===== src/rtl/pmp_fault_handler_if.sv =====
// Access/trap bundle between the core-side PMP checker and the fault handler.
// The handler connects through the slave modport; the core side uses master.
interface pmp_fault_handler_if;
    localparam int unsigned ADDR_W  = 8;
    localparam int unsigned CAUSE_W = 2;
    localparam int unsigned CNT_W   = 8;

    logic                 req_valid;
    logic [ADDR_W-1:0]    req_addr;
    logic                 req_read;
    logic                 req_write;
    logic                 access_granted;
    logic                 trap_ack;
    logic                 trap_req;
    logic [ADDR_W-1:0]    fault_addr;
    logic [CAUSE_W-1:0]   fault_cause;
    logic [CNT_W-1:0]     fault_count;
    logic                 fault_dropped;
    logic                 stall;
    logic                 locked;

    modport master (
        output req_valid, req_addr, req_read, req_write, access_granted, trap_ack,
        input  trap_req, fault_addr, fault_cause, fault_count, fault_dropped, stall, locked
    );

    modport slave (
        input  req_valid, req_addr, req_read, req_write, access_granted, trap_ack,
        output trap_req, fault_addr, fault_cause, fault_count, fault_dropped, stall, locked
    );
endinterface


===== src/rtl/pmp_fault_handler.sv =====
// PMP access-fault handler: captures the first fault, raises a trap toward the
// core, and locks the core down if the trap is not acknowledged in time.
module pmp_fault_handler #(
    parameter int unsigned ACK_TIMEOUT = 16
) (
    input  logic               clk,
    input  logic               rst,
    pmp_fault_handler_if.slave bus
);
    localparam int unsigned ADDR_W  = 8;
    localparam int unsigned CAUSE_W = 2;
    localparam int unsigned CNT_W   = 8;
    localparam int unsigned TMO_W   = 8;

    localparam logic [TMO_W-1:0] TMO_LAST  = TMO_W'(ACK_TIMEOUT - 1);
    localparam logic [CNT_W-1:0] COUNT_MAX = {CNT_W{1'b1}};

    typedef enum logic [1:0] {
        ST_IDLE   = 2'd0,
        ST_TRAP   = 2'd1,
        ST_CLEAR  = 2'd2,
        ST_LOCKED = 2'd3
    } state_t;

    state_t               r_state;
    state_t               w_state_nxt;
    logic [TMO_W-1:0]     r_tmo;
    logic [TMO_W-1:0]     w_tmo_nxt;
    logic                 w_fault;
    logic                 w_capture;

    logic [ADDR_W-1:0]    r_fault_addr;
    logic [CAUSE_W-1:0]   r_fault_cause;
    logic [CNT_W-1:0]     r_fault_count;
    logic                 r_fault_dropped;
    logic                 r_trap_req;
    logic                 r_stall;
    logic                 r_locked;

    // An access with neither read nor write can never fault.
    always_comb begin
        w_fault = bus.req_valid & (bus.req_read | bus.req_write) & ~bus.access_granted;
    end

    // Next-state and timeout counter logic; an ack beats a simultaneous timeout.
    always_comb begin
        w_state_nxt = r_state;
        w_tmo_nxt   = r_tmo;
        w_capture   = 1'b0;
        case (r_state)
            ST_IDLE: begin
                if (w_fault) begin
                    w_state_nxt = ST_TRAP;
                    w_tmo_nxt   = '0;
                    w_capture   = 1'b1;
                end
            end
            ST_TRAP: begin
                if (bus.trap_ack) begin
                    w_state_nxt = ST_CLEAR;
                end else if (r_tmo == TMO_LAST) begin
                    w_state_nxt = ST_LOCKED;
                end else begin
                    w_tmo_nxt = r_tmo + TMO_W'(1);
                end
            end
            ST_CLEAR:  w_state_nxt = ST_IDLE;
            ST_LOCKED: w_state_nxt = ST_LOCKED;
            default:   w_state_nxt = ST_IDLE;
        endcase
    end

    always_ff @(posedge clk or posedge rst) begin
        if (rst) begin
            r_state <= ST_IDLE;
            r_tmo   <= '0;
        end else begin
            r_state <= w_state_nxt;
            r_tmo   <= w_tmo_nxt;
        end
    end

    // Status flags are registered from the next state so they align with it.
    always_ff @(posedge clk or posedge rst) begin
        if (rst) begin
            r_trap_req <= 1'b0;
            r_stall    <= 1'b0;
            r_locked   <= 1'b0;
        end else begin
            r_trap_req <= (w_state_nxt == ST_TRAP);
            r_stall    <= (w_state_nxt != ST_IDLE);
            r_locked   <= (w_state_nxt == ST_LOCKED);
        end
    end

    always_ff @(posedge clk or posedge rst) begin
        if (rst) begin
            r_fault_addr    <= '0;
            r_fault_cause   <= '0;
            r_fault_count   <= '0;
            r_fault_dropped <= 1'b0;
        end else begin
            if (w_capture) begin
                r_fault_addr  <= bus.req_addr;
                r_fault_cause <= {bus.req_write, bus.req_read};
            end
            if (w_fault && (r_fault_count != COUNT_MAX)) begin
                r_fault_count <= r_fault_count + CNT_W'(1);
            end
            if (w_fault && (r_state != ST_IDLE)) begin
                r_fault_dropped <= 1'b1;
            end
        end
    end

    assign bus.trap_req      = r_trap_req;
    assign bus.fault_addr    = r_fault_addr;
    assign bus.fault_cause   = r_fault_cause;
    assign bus.fault_count   = r_fault_count;
    assign bus.fault_dropped = r_fault_dropped;
    assign bus.stall         = r_stall;
    assign bus.locked        = r_locked;
endmodule


===== src/flat_wrapper.sv =====
// flat-port wrapper written by rule: the top's interface ports become plain ports
module pmp_fault_handler_flat 
#(
    parameter int unsigned ACK_TIMEOUT = 16
)
  (clk, rst, bus_req_valid, bus_req_addr, bus_req_read, bus_req_write, bus_access_granted, bus_trap_ack, bus_trap_req, bus_fault_addr, bus_fault_cause, bus_fault_count, bus_fault_dropped, bus_stall, bus_locked);
  pmp_fault_handler_if bus_i ();
  input  logic clk;
  input  logic rst;
  input wire logic [$bits(bus_i.req_valid)-1:0] bus_req_valid;
  input wire logic [$bits(bus_i.req_addr)-1:0] bus_req_addr;
  input wire logic [$bits(bus_i.req_read)-1:0] bus_req_read;
  input wire logic [$bits(bus_i.req_write)-1:0] bus_req_write;
  input wire logic [$bits(bus_i.access_granted)-1:0] bus_access_granted;
  input wire logic [$bits(bus_i.trap_ack)-1:0] bus_trap_ack;
  output wire logic [$bits(bus_i.trap_req)-1:0] bus_trap_req;
  output wire logic [$bits(bus_i.fault_addr)-1:0] bus_fault_addr;
  output wire logic [$bits(bus_i.fault_cause)-1:0] bus_fault_cause;
  output wire logic [$bits(bus_i.fault_count)-1:0] bus_fault_count;
  output wire logic [$bits(bus_i.fault_dropped)-1:0] bus_fault_dropped;
  output wire logic [$bits(bus_i.stall)-1:0] bus_stall;
  output wire logic [$bits(bus_i.locked)-1:0] bus_locked;
  assign bus_i.req_valid = bus_req_valid;
  assign bus_i.req_addr = bus_req_addr;
  assign bus_i.req_read = bus_req_read;
  assign bus_i.req_write = bus_req_write;
  assign bus_i.access_granted = bus_access_granted;
  assign bus_i.trap_ack = bus_trap_ack;
  assign bus_trap_req = bus_i.trap_req;
  assign bus_fault_addr = bus_i.fault_addr;
  assign bus_fault_cause = bus_i.fault_cause;
  assign bus_fault_count = bus_i.fault_count;
  assign bus_fault_dropped = bus_i.fault_dropped;
  assign bus_stall = bus_i.stall;
  assign bus_locked = bus_i.locked;
  pmp_fault_handler #(.ACK_TIMEOUT(ACK_TIMEOUT)) u_core (.clk(clk), .rst(rst), .bus(bus_i));
endmodule

===== config.mk =====
export PLATFORM = sky130hd
export DESIGN_NAME = pmp_fault_handler_flat
export DESIGN_NICKNAME = d
export VERILOG_FILES = /design/src/rtl/pmp_fault_handler_if.sv /design/src/rtl/pmp_fault_handler.sv /design/src/flat_wrapper.sv
export SDC_FILE = /design/constraint.sdc
export NUM_CORES = 1
export LEC_CHECK = 0
export ABC_AREA = 1
export BUFFER_PORTS_ARGS = -buffer_cell sky130_fd_sc_hd__buf_2
export CORE_MARGIN = 5
export CORE_UTILIZATION = 53
export DETAILED_ROUTE_END_ITERATION = 6
export GPL_TIMING_DRIVEN = 0
export HOLD_SLACK_MARGIN = 0.15
export PLACE_DENSITY = 0.78
export SYNTH_ARGS = -nofsm -noshare
export SYNTH_HDL_FRONTEND = slang
export SYNTH_SLANG_ARGS = --single-unit

===== constraint.sdc =====
create_clock -name clk -period 2 [get_ports clk]
set_clock_uncertainty 0.15 [all_clocks]
set_input_delay 0.1 -clock clk [delete_from_list [all_inputs] [get_ports clk]]
set_output_delay 0.1 -clock clk [all_outputs]
set_load 0.05 [all_outputs]

Yosys cells after proc, flatten, opt, wreduce, memory -nomap -nowiden. Cells that the tools add are included. W data, S select, Z words.

Bits in registers: 32.

Equal/unequal tests: 10. Reduce and logical (&&, ||, !) cells: 7. Bitwise gates (word level): 4. $add $sub $neg: 2. Muxes and demuxes: 10.

Operators with widths (number): $mux W8 (3); $add A8 B1 Y8 const B (2); $pmux W8 S2 (1); $eq A8 B4 Y1 const B (1); $ne A8 B8 Y1 const B (1); $pmux W2 S4 (1); $eq A2 B2 Y1 const B (3); $mux W2 (3); $reduce_bool A2 Y1 (3); $eq A2 B1 Y1 const B (2); $ne A2 B2 Y1 const B (2); $reduce_and A4 Y1 (1); $and A1 B1 Y1 (2); $logic_and A1 B1 Y1 (2); $logic_not A2 Y1 (1); $mux W1 (2); $ne A2 B1 Y1 const B (1); $not A1 Y1 (1); $or A1 B1 Y1 (1).

Depth between registers and ports, before layout. Gate-level depths: netlist (run 1).

Word-level depth: 6. Mapped depth: 8. Mapped depth without buffers: 8.

Least setup slack after synthesis (run 1). No wires, ideal clock.

Path kind: reg2reg. Start point: register u_core.r_fault_count[0], in the netlist u_core.bus.fault_count[0]. End point: register u_core.r_fault_count[4], in the netlist u_core.bus.fault_count[4]. Path buffers: 0. Clock period less this slack: 1.885 ns. Stages on the path, launching flop included: 9. Arrival time: 1.616 ns. Required time: 1.732 ns. Setup slack: 0.115 ns. Cell sequence: dfrtp_1 ha_1 inv_1 nor2_2 nand4_1 nand2_2 inv_1 nand2_1 nand2_1.

Word-level cells in the longest chain between the ends: 2. Elaborated cells between the ends (all ways): 3.

Ends and longest elaborated chain: from (decl) (line pmp_fault_handler.sv:34) `logic [CNT_W-1:0] r_fault_count;`; from (signal assigned) (line pmp_fault_handler.sv:108) `r_fault_count <= r_fault_count + CNT_W'(1);`; parallel branches: the longest is 2 deep, another holds $add A8 B1 Y8.

Parallel ways; which one is timed is not known. A chain may end at the register's enable or synchronous reset.

Worst setup path in the final report (run 1).
Start point: register u_core.r_state[1]. End point: register u_core.r_fault_cause[0], in the netlist u_core.bus.fault_cause[0].

Word-level cells in the longest chain between the ends: 2.

Ends and longest elaborated chain: from (decl) (line pmp_fault_handler.sv:25) `state_t r_state;`; from (signal assigned) (line pmp_fault_handler.sv:78) `r_state <= w_state_nxt;`; $logic_not A2 Y1 (line pmp_fault_handler.sv:50) `case (r_state)`; $mux W1 (line pmp_fault_handler.sv:50); to (signal assigned) (line pmp_fault_handler.sv:105) `r_fault_cause <= {bus.req_write, bus.req_read};`; to (decl) (line pmp_fault_handler.sv:33) `logic [CAUSE_W-1:0] r_fault_cause;`.

No other way between the ends.

==> results.json, run 1 <==
{
  "synthTopCellsByArea": "dfrtp_1, nand2_1, inv_1",
  "die_w_um": 65.6,
  "worstReg2RegStart": "u_core.r_state[1]",
  "fin_area_um2": 2140,
  "r2r_slack_ps": 110,
  "cts_root_buffer": "clkbuf_4",
  "syn-num-nets": 217,
  "rsz0062_at_grt": "false",
  "hold_start": "bus_req_addr[7]",
  "grt_start_max_net_pins": 33,
  "relSlewSlack_pct": 78.7,
  "yosys.area.top_type": "dfrtp_1",
  "ff2ff_path_depth": 5,
  "ctsHtreeMaxLevel": 2,
  "row_count": 20,
  "cp-end-kind": "register",
  "cts_buffers": 5,
  "slowest_stage": "dlygate4sd3_1",
  "drv_cap": 0,
  "crit_fanout": 10,
  "drt_iter0_drc": 63,
  "routed_wl_um": 3430,
  "syn2layout_area_growth_pct": 30.7,
  "core_area_um2": 3000,
  "layout_common_cells": "nand2_1, buf_2, dfrtp_1",
  "multi_input_area_um2": 738,
  "die_h_um": 65.6,
  "place_area_um2": 1860,
  "drc": 0,
  "tns_ps": 0,
  "yosysSeqAreaShare_pct": 48.9,
  "n_antenna_cell": 0,
  "cts_num_sinks": 32,
  "power_density_nw_per_um2": 1010,
  "hold_path.class": "input port to register",
  "synth_area_um2": 1640,
  "cts_tree": "yes",
  "total_power_uw": 2170,
  "grt_antenna_before_repair": 0,
  "avgSynthCellArea_um2": 8.18,
  "mostFrequentLayoutCell": "nand2_1",
  "n_fill_cell": 249,
  "yosysWarnings": 0,
  "timing.rr.end": "u_core.bus.fault_cause[0]",
  "ys_types": 25,
  "dieArea_um2": 4300,
  "slowest_delay_ps": 570,
  "post_cts_buffers": 0,
  "hold_path_end": "u_core.bus.fault_addr[7]",
  "grt_pass1_wl_um": 6040,
  "syn_inst": 200,
  "min_period_ps": 1890,
  "hold_ws_ps": 333,
  "p_leak_uw": 0.00112,
  "critical_path_required_ps": 2130,
  "ff_latch_area_um2": 802,
  "synth.top_cell.area_share_pct": 48.9,
  "cp-start-kind": "register",
  "worst_ep_arrival_time_ps": 2030,
  "grt_use_total_pct": 18.5,
  "route.vias.total": 1444,
  "viasPerCell": 4.89,
  "outcome": "finished, final reports clean",
  "tightest_slew_ps": 316,
  "start_util_pct": 54.5,
  "crit_type": "register to register",
  "period_share_pct": 94.7,
  "dp_hpwl_um": 2290,
  "maxSlewViolCount": 0,
  "cts_buffer_depth": 2,
  "finalHoldViolations": 0,
  "crit_path_cell_trace": "nor2_4 -> nand3_4 -> buf_4 -> o21ai_0 -> dlygate4sd3_1",
  "hold_depth": 4,
  "max_freq_ghz": 0.528,
  "io_pins": 37,
  "dr.pass1.iters": 4,
  "cts.reportedPaths.clkPinSlew_ps": 110,
  "gp_congestion": 0.769,
  "gr-total-overflow": 0,
  "clk_latency_ps": 340,
  "synth_seq_cells": 32,
  "first_global_vias": 1376,
  "nNetsFinal": 278,
  "drive_gt1_share_pct": 27.1,
  "wl_per_cell_um": 11.6,
  "finalSetupViolCount": 0,
  "port_buffers": 36,
  "vdd_ir_drop_max_v": 0.000651,
  "ant_nets": 0
}
==> cell families (layout without fill, tap and decap cells) <==
group | Yosys count | in the layout | synth area share (%)
buffers and inverters | 28 | 90 | 7.49
adder cells (fa/ha/maj) | 2 | 2 | 1.53
XOR/XNOR | 3 | 3 | 1.61
AND/OR/NAND/NOR | 117 | 117 | 33.3
AO/OA/AOI/OAI | 18 | 18 | 7.19
flip-flops | 32 | 32 | 48.9
==> worst max path at each step <==
stage,start,to,slack [ps]
after CTS,bus_access_granted,u_core.bus.fault_count[1],2
after global routing,bus_req_write,u_core.bus.fault_count[1],6
after global placement,u_core.bus.fault_count[0],u_core.bus.fault_count[4],360
after detailed placement,u_core.bus.fault_count[0],u_core.bus.fault_count[1],320
final,u_core.r_state[1],u_core.bus.fault_cause[0],110
after floorplan,u_core.bus.fault_count[0],u_core.bus.fault_count[4],120
==> repair_timing <==
action	CTS	global route
resized for setup	0	10
hold buffers	16	1
endpoints found under the hold margin	53	5
setup endpoints to repair	0	7
==> layout make-up <==
class | count | share of cell area, %
plain buffers | 2 | 1.29
clock buffers | 5 | 1.76
clock inverters | 3 | 1.11
inverters | 26 | 4.56
multi-input cells | 140 | 34.5
flip-flops and latches | 32 | 37.5
well taps | 33 | 1.93
repair buffers | 54 | 17.3
==> sequential cells by signal, indices dropped and copies added (netlist names) <==
signal and count:
u_core.bus.locked 1, u_core.bus.fault_dropped 1, u_core.bus.fault_addr 8, u_core.r_tmo 8, u_core.r_state 2, u_core.bus.fault_count 8, u_core.bus.trap_req 1, u_core.bus.fault_cause 2
u_core.bus.stall 1
==> cell usage after synthesis <==
cell and instances:
a21oi_1 1, buf_12 1, buf_2 1, dfrtp_1 32
ha_1 2, inv_1 25, inv_2 1, nand2_1 78
nand2_2 6, nand2_4 1, nand3_1 12, nand3_2 1
nand4_1 4, nand4_4 1, nor2_1 8, nor2_2 2
nor2_4 1, nor2_8 1, nor3_1 1, nor3b_1 1
o21ai_0 9, o21ai_2 6, o21bai_1 2, xnor2_1 2
xor2_1 1
==> worst max-delay path: cells and delay by family (launching register included) <==
| kind | cells | cell delay (ps) |
|---|---|---|
| buffers and inverters | 2 | 760 |
| flip-flops | 1 | 480 |
| AND/OR/NAND/NOR | 2 | 290 |
| AO/OA/AOI/OAI | 1 | 160 |
==> power breakdown <==
part | switching, µW | leakage, µW | internal, µW | total (µW)
logic | 647 | 0.000675 | 245 | 892
clock network | 248 | 0.0000274 | 138 | 386
registers | 116 | 0.000415 | 775 | 891
total | 1010 | 0.00112 | 1160 | 2170
==> stage by stage <==
stage | setup slack, ps | util [%] | cells
global route | 5.80 | 71.2 | 295
floorplan | 115 | - | 200
finish | 105 | 71.2 | 295
CTS | 1.76 | 69.3 | 293
global placement | 355 | 61.9 | 269
detailed placement | 317 | 61.9 | 269
==> layer usage <==
layer	part of all wire [%]	GRT usage, %	wire (µm)
met5	0	0	0
met4	1.9	8.55	64
met3	6.2	5.47	214
met2	46	28.8	1560
met1	46	23.5	1590
No activity file was read; power rests on OpenSTA's default activity.
==> run 2, diff against run 1 <==
Settings changed: CORE_MARGIN 5 to 4.
==> run 2 against run 1 <==
Net effect:
- combinational power fell by 0.4%
- setup slack got worse by 62 ps
- non-clock buffer count rose by 4
- routed wire length rose by 0.73%
- cell area rose by 0.70%
- critical path type unchanged
==> results.json, run 2 (synthesis results as in run 1) <==
{
  "outcome": "finished, final reports clean",
  "worst_ep_arrival_time_ps": 2080,
  "cp-end-kind": "register",
  "ctsHtreeMaxLevel": 2,
  "cts_buffers": 5,
  "hold_depth": 1,
  "place_area_um2": 1860,
  "post_cts_buffers": 0,
  "ant_nets": 0,
  "die_h_um": 63.6,
  "ff_latch_area_um2": 802,
  "hold_ws_ps": 336,
  "drv_cap": 0,
  "critical_path_required_ps": 2130,
  "first_global_vias": 1397,
  "grt_antenna_before_repair": 0,
  "layout_common_cells": "nand2_1, buf_2, dfrtp_1",
  "fin_ws_ps": 43.3,
  "clk_latency_ps": 330,
  "cts.reportedPaths.clkPinSlew_ps": 100,
  "drive_gt1_share_pct": 24.8,
  "wl_per_cell_um": 11.6,
  "core_area_um2": 2850,
  "cts_buffer_depth": 2,
  "crit_type": "register to register",
  "mostFrequentLayoutCell": "nand2_1",
  "grt_use_total_pct": 19.0,
  "io_pins": 37,
  "dp_hpwl_um": 2220,
  "dr.pass1.iters": 4,
  "tns_ps": 0,
  "min_period_ps": 1960,
  "period_share_pct": 97.8,
  "rsz0062_at_grt": "true",
  "viasPerCell": 4.86,
  "relSlewSlack_pct": 71.9,
  "grt_start_max_net_pins": 33,
  "cp-start-kind": "register",
  "cts_num_sinks": 32,
  "cts_root_buffer": "clkbuf_4",
  "gr-total-overflow": 0,
  "drt_iter0_drc": 42,
  "maxSlewViolCount": 0,
  "drc": 0,
  "n_fill_cell": 221,
  "total_power_uw": 2160,
  "n_antenna_cell": 0,
  "finalHoldViolations": 0,
  "crit_fanout": 10,
  "gp_congestion": 0.796,
  "tightest_slew_ps": 419,
  "power_density_nw_per_um2": 1000,
  "die_w_um": 63.6,
  "multi_input_area_um2": 713,
  "dieArea_um2": 4040,
  "row_count": 19,
  "cts_tree": "yes",
  "hold_path.class": "register to register",
  "vdd_ir_drop_max_v": 0.000648,
  "finalSetupViolCount": 0,
  "p_leak_uw": 0.00113,
  "max_freq_ghz": 0.511,
  "routed_wl_um": 3460,
  "grt_pass1_wl_um": 6010,
  "fin_area_um2": 2150,
  "port_buffers": 36,
  "place_ws_ps": 261,
  "ff2ff_path_depth": 5,
  "nNetsFinal": 282,
  "start_util_pct": 57.4,
  "route.vias.total": 1442,
  "syn2layout_area_growth_pct": 31.6
}
-- run 2: cell count changes in the layout (fill, tap and decap cells not counted), sizes merged --
cell,delta
clkinvlp,-2
clkinv,-1
clkbuf,+3
dlygate4sd3,+4
-- run 2: worst paths after layout --
path                                           from                        end  slack (ps)
setup / recovery                  u_core.r_state[1]  u_core.bus.fault_cause[0]          40
hold / removal             u_core.bus.fault_dropped   u_core.bus.fault_dropped         340
setup reg to reg                  u_core.r_state[1]  u_core.bus.fault_cause[0]          40
hold reg to reg            u_core.bus.fault_dropped   u_core.bus.fault_dropped         340
max in group asynchronous                       rst          u_core.r_state[1]         650
min in group asynchronous                       rst            u_core.r_tmo[0]         640
-- run 2: timing repair --
action	in CTS	in global routing
endpoints found under the hold margin	54	8
gates resized for setup	0	2
setup endpoints to repair	0	5
hold buffers	20	1
-- run 2: where the power goes --
part / leakage (µW) / switching [µW] / internal, µW
registers: 0.000415 / 115 / 775
logic: 0.000684 / 642 / 246
clock network: 0.0000326 / 211 / 173
-- run 2: critical path: stages (launching register included) --
cell and delay, ps:
dfrtp_2 470, nor2_2 160, nand3_2 160, buf_2 230, o21ai_1 150, dlygate4sd3_1 570
-- run 2: layout make-up --
type | count | share of cell area (%)
Buffer | 2 | 1.16
Clock buffer | 8 | 2.73
Inverter | 26 | 4.53
Multi-Input combinational cell | 140 | 33.1
Sequential cell | 32 | 37.2
Tap cell | 31 | 1.80
Timing Repair Buffer | 58 | 19.4
-- run 2: through the flow --
stage	utilization (%)	instances
floorplan	-	200
global placement	65.0	267
detailed placement	65.0	267
CTS	74.1	295
global route	75.5	297
finish	75.5	297
-- run 2: per-layer routing --
metal	wire, µm	GRT usage, %
met2	1660	32.3
met3	197	4.97
met1	1530	22.3
met4	70	8.89
met5	0	0
